[src/rtl/serial_add_ctrl_if.sv]
// serial_add_ctrl_if: request/result bundle between a requester and the
// bit-serial add/subtract controller.
//   master (requester): drives start, sub, a, b, cin; observes busy, done,
//                       sum, cout, ovf.
//   slave (controller): the reverse.
interface serial_add_ctrl_if #(
  parameter int WIDTH = 8
);
  logic             start;
  logic             sub;
  logic [WIDTH-1:0] a;
  logic [WIDTH-1:0] b;
  logic             cin;
  logic             busy;
  logic             done;
  logic [WIDTH-1:0] sum;
  logic             cout;
  logic             ovf;

  modport master (
    output start, sub, a, b, cin,
    input  busy, done, sum, cout, ovf
  );

  modport slave (
    input  start, sub, a, b, cin,
    output busy, done, sum, cout, ovf
  );
endinterface

[src/rtl/serial_add_ctrl.sv]
// serial_add_ctrl: bit-serial add/subtract controller. One 1-bit full adder
// is stepped over WIDTH cycles, LSB first. The operands sit in shift
// registers, the carry is held in a flop between bits, and the result is
// shifted into the sum register from the top.
// Ports:
//   clk  - system clock, rising edge
//   rst  - asynchronous active-high reset
//   bus  - serial_add_ctrl_if.slave: start/sub/a/b/cin in,
//          busy/done/sum/cout/ovf out
module serial_add_ctrl #(
  parameter int WIDTH = 8
) (
  input  logic              clk,
  input  logic              rst,
  serial_add_ctrl_if.slave  bus
);

  localparam int CNT_W = (WIDTH > 2) ? $clog2(WIDTH) : 1;
  localparam logic [CNT_W-1:0] CNT_LAST = CNT_W'(WIDTH - 1);
  localparam logic [CNT_W-1:0] CNT_PEN  = CNT_W'(WIDTH - 2);

  typedef enum logic [1:0] {
    ST_IDLE = 2'd0,
    ST_RUN  = 2'd1,
    ST_DONE = 2'd2
  } state_t;

  // 1-bit full adder cell: returns {carry_out, sum}
  function automatic logic [1:0] full_adder(input logic x, input logic y, input logic ci);
    full_adder = {(x & y) | (x & ci) | (y & ci), x ^ y ^ ci};
  endfunction

  state_t           state_r;
  state_t           state_nxt_s;
  logic             load_s;
  logic             step_s;
  logic [WIDTH-1:0] op_a_r;
  logic [WIDTH-1:0] op_b_r;
  logic [WIDTH-1:0] sum_r;
  logic             carry_r;
  logic             c_msb_in_r;
  logic             cout_r;
  logic             ovf_r;
  logic [CNT_W-1:0] cnt_r;
  logic [1:0]       fa_s;
  logic             fa_sum_s;
  logic             fa_cout_s;

  assign fa_s      = full_adder(op_a_r[0], op_b_r[0], carry_r);
  assign fa_sum_s  = fa_s[0];
  assign fa_cout_s = fa_s[1];

  // State register
  always_ff @(posedge clk or posedge rst) begin
    if (rst) begin
      state_r <= ST_IDLE;
    end else begin
      state_r <= state_nxt_s;
    end
  end

  // Next-state decode and datapath strobes
  always_comb begin
    state_nxt_s = state_r;
    load_s      = 1'b0;
    step_s      = 1'b0;
    case (state_r)
      ST_IDLE: begin
        if (bus.start) begin
          state_nxt_s = ST_RUN;
          load_s      = 1'b1;
        end else begin
          state_nxt_s = ST_IDLE;
        end
      end
      ST_RUN: begin
        step_s = 1'b1;
        if (cnt_r == CNT_LAST) begin
          state_nxt_s = ST_DONE;
        end else begin
          state_nxt_s = ST_RUN;
        end
      end
      ST_DONE: begin
        state_nxt_s = ST_IDLE;
      end
      default: begin
        state_nxt_s = ST_IDLE;
      end
    endcase
  end

  // Operand capture, serial stepping and result/flag registers
  always_ff @(posedge clk or posedge rst) begin
    if (rst) begin
      op_a_r     <= {WIDTH{1'b0}};
      op_b_r     <= {WIDTH{1'b0}};
      sum_r      <= {WIDTH{1'b0}};
      carry_r    <= 1'b0;
      c_msb_in_r <= 1'b0;
      cout_r     <= 1'b0;
      ovf_r      <= 1'b0;
      cnt_r      <= {CNT_W{1'b0}};
    end else if (load_s) begin
      // Subtraction is a + ~b + 1: invert b here and force the carry-in.
      op_a_r  <= bus.a;
      op_b_r  <= bus.sub ? ~bus.b : bus.b;
      carry_r <= bus.sub ? 1'b1 : bus.cin;
      cnt_r   <= {CNT_W{1'b0}};
    end else if (step_s) begin
      sum_r   <= {fa_sum_s, sum_r[WIDTH-1:1]};
      op_a_r  <= {1'b0, op_a_r[WIDTH-1:1]};
      op_b_r  <= {1'b0, op_b_r[WIDTH-1:1]};
      carry_r <= fa_cout_s;
      // The carry produced by bit WIDTH-2 is the carry into the MSB.
      if (cnt_r == CNT_PEN) begin
        c_msb_in_r <= fa_cout_s;
      end else begin
        c_msb_in_r <= c_msb_in_r;
      end
      // Counter parks on the last bit so it never wraps within an operation.
      if (cnt_r == CNT_LAST) begin
        cout_r <= fa_cout_s;
        ovf_r  <= c_msb_in_r ^ fa_cout_s;
        cnt_r  <= cnt_r;
      end else begin
        cout_r <= cout_r;
        ovf_r  <= ovf_r;
        cnt_r  <= cnt_r + CNT_W'(1);
      end
    end else begin
      op_a_r <= op_a_r;
    end
  end

  // busy/done decode straight from the state register; no path from start.
  assign bus.busy = (state_r != ST_IDLE);
  assign bus.done = (state_r == ST_DONE);
  assign bus.sum  = sum_r;
  assign bus.cout = cout_r;
  assign bus.ovf  = ovf_r;

endmodule

[src/flat_wrapper.sv]
// flat-port wrapper written by rule: the top's interface ports become plain ports
module serial_add_ctrl_flat 
#(
  parameter int WIDTH = 8
)
  (clk, rst, bus_start, bus_sub, bus_a, bus_b, bus_cin, bus_busy, bus_done, bus_sum, bus_cout, bus_ovf);
  serial_add_ctrl_if #(.WIDTH(WIDTH)) bus_i ();
  input  logic clk;
  input  logic rst;
  input wire logic [$bits(bus_i.start)-1:0] bus_start;
  input wire logic [$bits(bus_i.sub)-1:0] bus_sub;
  input wire logic [$bits(bus_i.a)-1:0] bus_a;
  input wire logic [$bits(bus_i.b)-1:0] bus_b;
  input wire logic [$bits(bus_i.cin)-1:0] bus_cin;
  output wire logic [$bits(bus_i.busy)-1:0] bus_busy;
  output wire logic [$bits(bus_i.done)-1:0] bus_done;
  output wire logic [$bits(bus_i.sum)-1:0] bus_sum;
  output wire logic [$bits(bus_i.cout)-1:0] bus_cout;
  output wire logic [$bits(bus_i.ovf)-1:0] bus_ovf;
  assign bus_i.start = bus_start;
  assign bus_i.sub = bus_sub;
  assign bus_i.a = bus_a;
  assign bus_i.b = bus_b;
  assign bus_i.cin = bus_cin;
  assign bus_busy = bus_i.busy;
  assign bus_done = bus_i.done;
  assign bus_sum = bus_i.sum;
  assign bus_cout = bus_i.cout;
  assign bus_ovf = bus_i.ovf;
  serial_add_ctrl #(.WIDTH(WIDTH)) u_core (.clk(clk), .rst(rst), .bus(bus_i));
endmodule
[config.mk]
export PLATFORM = sky130hd
export DESIGN_NAME = serial_add_ctrl_flat
export DESIGN_NICKNAME = d
export VERILOG_FILES = /design/src/rtl/serial_add_ctrl_if.sv /design/src/rtl/serial_add_ctrl.sv /design/src/flat_wrapper.sv
export SDC_FILE = /design/constraint.sdc
export NUM_CORES = 1
export LEC_CHECK = 0
export ABC_CLOCK_PERIOD_IN_PS = 1700
export BUFFER_PORTS_ARGS = -buffer_cell sky130_fd_sc_hd__buf_2
export CAP_MARGIN = 30
export CORE_ASPECT_RATIO = 0.9
export CORE_UTILIZATION = 44
export DETAILED_ROUTE_END_ITERATION = 7
export GPL_TIMING_DRIVEN = 1
export PLACE_DENSITY = 0.66
export SYNTH_ARGS = -nofsm -noshare
export SYNTH_HDL_FRONTEND = slang
export SYNTH_SLANG_ARGS = --single-unit
[constraint.sdc]
create_clock -name clk -period 1.7 [get_ports clk]
set_input_delay 0.34 -clock clk [delete_from_list [all_inputs] [get_ports clk]]
set_output_delay 0.34 -clock clk [all_outputs]
set_load 0.1 [all_outputs]
; Yosys cells after proc, flatten, opt, wreduce, memory -nomap -nowiden
; Cells that the tools add are included.
[word_totals]
register_bits = 33
latch_bits = 0
ram_bits = 0
mem_bits_ro = 0
in_bits = 21
out_inout_bits = 12
word_cells = 49
memories = 0
[op_classes]
n_addsub = 1
n_mul = 0
n_div = 0
n_lt_le_gt_ge = 0
eq_ne = 5
shift = 0
muxes = 17
n_bitwise = 10
n_reduce_logical = 7
[op_table]
columns = cell, n
row1 = $mux 8, 5
row2 = $mux 3, 3
row3 = $not 8->8, 1
row4 = $mux 1, 7
row5 = $eq 3x3->1 const B, 2
row6 = $reduce_and 3->1, 2
row7 = $pmux 2 s2, 1
row8 = $reduce_and 2->1, 2
row9 = $reduce_bool 2->1, 2
row10 = $add 3x1->3 const B, 1
row11 = $and 1x1->1, 3
row12 = $xor 1x1->1, 3
row13 = $eq 2x1->1 const B, 1
row14 = $eq 2x2->1 const B, 1
row15 = $logic_not 2->1, 1
row16 = $mux 2, 1
row17 = $ne 2x1->1 const B, 1
row18 = $or 1x1->1, 2
row19 = $not 1->1, 1

; Longest topological paths before layout
[logic_depth]
ltp_word = 5
depth_mapped = 6
depth_no_buf = 5

; Worst setup path after synthesis
; No wires, ideal clock.
[synth_path]
kind = register to output
startpoint = reg u_core.state_r[1]
endpoint = out bus_done
arrival_time_ps = 2101
required_time_ps = 1360
path_slack_ps = -741
path_stages_with_launch = 3
path_buffers = 1
path_cell_list = dfrtp_1 -> clkbuf_1 -> nor2b_1
[synth_between]
elab_chain_cells = 1
[synth_lines]
columns = element, line
row1 = start: declaration, serial_add_ctrl.sv:33  ; state_t state_r;
row2 = start signal: assignment, serial_add_ctrl.sv:58  ; state_r <= state_nxt_s;
row3 = $eq 2x2->1, serial_add_ctrl.sv:138  ; assign bus.done = (state_r == ST_DONE);
row4 = end: declaration, flat_wrapper.sv:16  ; output wire logic [$bits(bus_i.done)-1:0] bus_done;
; Every way passes these cells.

; Worst setup path in the final report
[layout_path]
startpoint = reg u_core.state_r[0]
endpoint = out bus_done
; The elaborated chain is that of the path after synthesis.

==> flow_metrics.tcl <==
set metrics [dict create \
    crit_chain "buf_4, nor2b_4, buf_12" \
    p_clk_frac 0.139 \
    yosysTopAreaCell "dfrtp_1" \
    p_sw_frac 0.483 \
    synth-edff-count 0 \
    min_path_type "in2async" \
    start_util 0.465 \
    fmax_mhz 610 \
    startpoint "u_core.state_r[0]$_DFF_PP0_" \
    rsz0062_at_grt "false" \
    post-synth-top-area-fraction 0.521 \
    die_h_um 58.9 \
    cp-end-kind "output port" \
    min_period_ps 1640 \
    grt_start_max_net_pins 34 \
    worst_ir_drop_vdd_uv 1100 \
    h-tree-depth 2 \
    timing.max_cap.violations 0 \
    status "finished clean" \
    synth_common_cells "41 x nand2_1, 33 x dfrtp_1, 9 x o21ai_0, 9 x xor2_1, 8 x a22oi_1" \
    avgSynthCellArea_um2 10.5 \
    clock_latency_ps 280 \
    root_buffer "clkbuf_8" \
    io-pin-count 33 \
    grt_overflow 0 \
    die_x_um 65.2 \
    drtIter0Drc 54 \
    drc 0 \
    io_buffers 32 \
    crit_path_max_incr_delay_ps 490 \
    routedWlPerCell_um 13.6 \
    synth-seq-cells 33 \
    synth.net_count 176 \
    async_flop_share 1.00 \
    grt_pass1_vias 1192 \
    via_per_inst 4.98 \
    intPower_mw 2.14 \
    max-slew-margin-rel 0.678 \
    wirelength_mm 3.19 \
    slowest_stage "dfrtp_1" \
    synth_cell_types 30 \
    cp.required_ps 1360 \
    yosysSeqAreaShare 0.521 \
    netlist_instances 151 \
    setup-violations-final 0 \
    cp_max_fo 10 \
    critPathBufInv 2 \
    synthFlopType "dfrtp_1" \
    p_leak_nw 0.997 \
    areaGrowthSynthToFinish_pct 22.7 \
    cts_inserted_buffers 5 \
    fin_nets 216 \
    r2r-start "u_core.cnt_r[0]$_DFFE_PP0P_" \
    dp_hpwl_mm 2.36 \
    min_period_over_period 0.965 \
    grt_pass1_wl_mm 5.49 \
    synth.most_common_cell "nand2_1" \
    power_density_nw_per_um2 2120 \
    track_usage 0.196 \
    clkSinkCount 33 \
    row_count 20 \
    power_mw 4.13 \
    cts_buffer_depth 2 \
    startpoint_type "register" \
    worst_ep_arrival_time_ps 1300 \
    routed-via-count 1170 \
    reg2reg_slack_ps 120 \
    synth_area_um2 1580 \
    core_um2 3400 \
    cts.clk_slew.worst_paths_ps 60 \
    final_max_slew_viol_count 0 \
    firstDrtPassIters 4 \
    dieArea_um2 3840 \
    yosysWarnings 0 \
    antenna_left 0 \
    gp_congestion 0.775 \
    crit_family "flip-flops" \
    seq_power_share 0.333 \
    cts_tree "yes" \
    pwr-share-comb 0.528 \
    fin_tns_setup_ps 0 \
    layout-drive-gt1-share 0.319 \
    antenna_found_initial 0 \
    clock_skew_ps 4.05 \
    utilization 0.571 \
    worst_slew_pin_slew_ps 486 \
    final_hold_viol_count 0 \
    antenna_cells 0 \
    setup.worst_path.class "reg2out" \
    synth.area.top_cells "dfrtp_1 52%, nand2_1 9.7%, xor2_1 5.0%, a22oi_1 3.8%, o21ai_0 2.8%" \
    switchingPower_mw 1.99 \
]
-- routing by layer --
metal  track usage  vias to the layer above  routed length, µm
met5             0                        -                  0
met4         0.109                        0                 55
met3        0.0504                        7                124
met2         0.328                       23               1670
met1         0.231                      556               1350
li1              -                      584                  -
-- state kept, by name, summed over array words and instances (netlist names) --
name and flops:
u_core.bus.sum 8, u_core.op_a_r 8, u_core.op_b_r 8, u_core.cnt_r 3
u_core.state_r 2, u_core.bus.cout 1, u_core.bus.ovf 1, u_core.c_msb_in_r 1
u_core.carry_r 1
-- power groups by stage --
| stage | clock network [mW] | logic [mW] | registers, mW |
|---|---|---|---|
| floorplan | 0 | 1.08 | 2.02 |
| global placement | 0 | 2.09 | 1.36 |
| detailed placement | 0 | 2.17 | 1.40 |
| CTS | 0.599 | 2.17 | 1.39 |
| global route | 0.639 | 2.36 | 1.42 |
| finish | 0.573 | 2.18 | 1.37 |
-- logic make-up after synthesis --
group | count (synthesis) | synth area share
simple gates | 55 | 0.171
flops | 33 | 0.521
compound gates | 28 | 0.116
buf+inv | 14 | 0.0498
xor+xnor | 9 | 0.0498
mux | 8 | 0.0561
fa+ha+maj | 4 | 0.0363
-- cell type report --
cell class | instances | area (µm²)
Inverter | 4 | 15.0
Multi-Input combinational cell | 104 | 687
Sequential cell | 33 | 827
Clock buffer | 7 | 86.3
Fill cell | 310 | 1460
Timing Repair Buffer | 43 | 273
Tap cell | 44 | 55.1
-- path summary, 6_finish.rpt --
path | depth (start not counted) | endpoint
worst max-delay path | 3 | bus_done
worst min-delay path | 3 | u_core.bus.sum[5]$_DFFE_PP0P_
worst max register to register | 5 | u_core.cnt_r[0]$_DFFE_PP0P_
worst min register to register | 2 | u_core.bus.sum[0]$_DFFE_PP0P_
max in group asynchronous | 3 | u_core.state_r[1]$_DFF_PP0_
min in group clk | 3 | u_core.op_a_r[7]$_DFFE_PP0P_
-- worst reg2reg max path: stages (launching register included) --
cell and delay, ps:
dfrtp_1 400, ha_1 200, ha_1 220, nor3b_2 250
nor2_1 120, mux2_2 280
-- metrics by stage --
stage | hold slack, ps | worst slack (ps) | instance area [µm²] | std cells
6_report | 144 | 60.0 | 1940 | 235
3_3_place_gp | 437 | 218 | 1830 | 225
3_5_place_dp | 455 | 119 | 1830 | 225
5_1_grt | 180 | 1.81 | 1940 | 235
4_1_cts | 155 | 20.7 | 1920 | 232
2_1_floorplan | 450 | 71.6 | 1590 | 151
-- what timing repair did --
item | CTS | global route
hold buffers | 0 | 0
buffers inserted | 0 | 3
endpoints found under the setup margin | 2 | 1
endpoints found under the hold margin | 0 | 0
resized for setup | 1 | 0
-- cells in the final DEF (no fill, tap or decap), drive strengths merged, types with 4 or more instances in the layout --
master,count
buf,43
nand2,41
dfrtp,33
o21ai,14
xor2,9
a22oi,8
clkbuf,7
mux2i,4
inv,4
mux2,4
(Power assumes the default switching activity.)
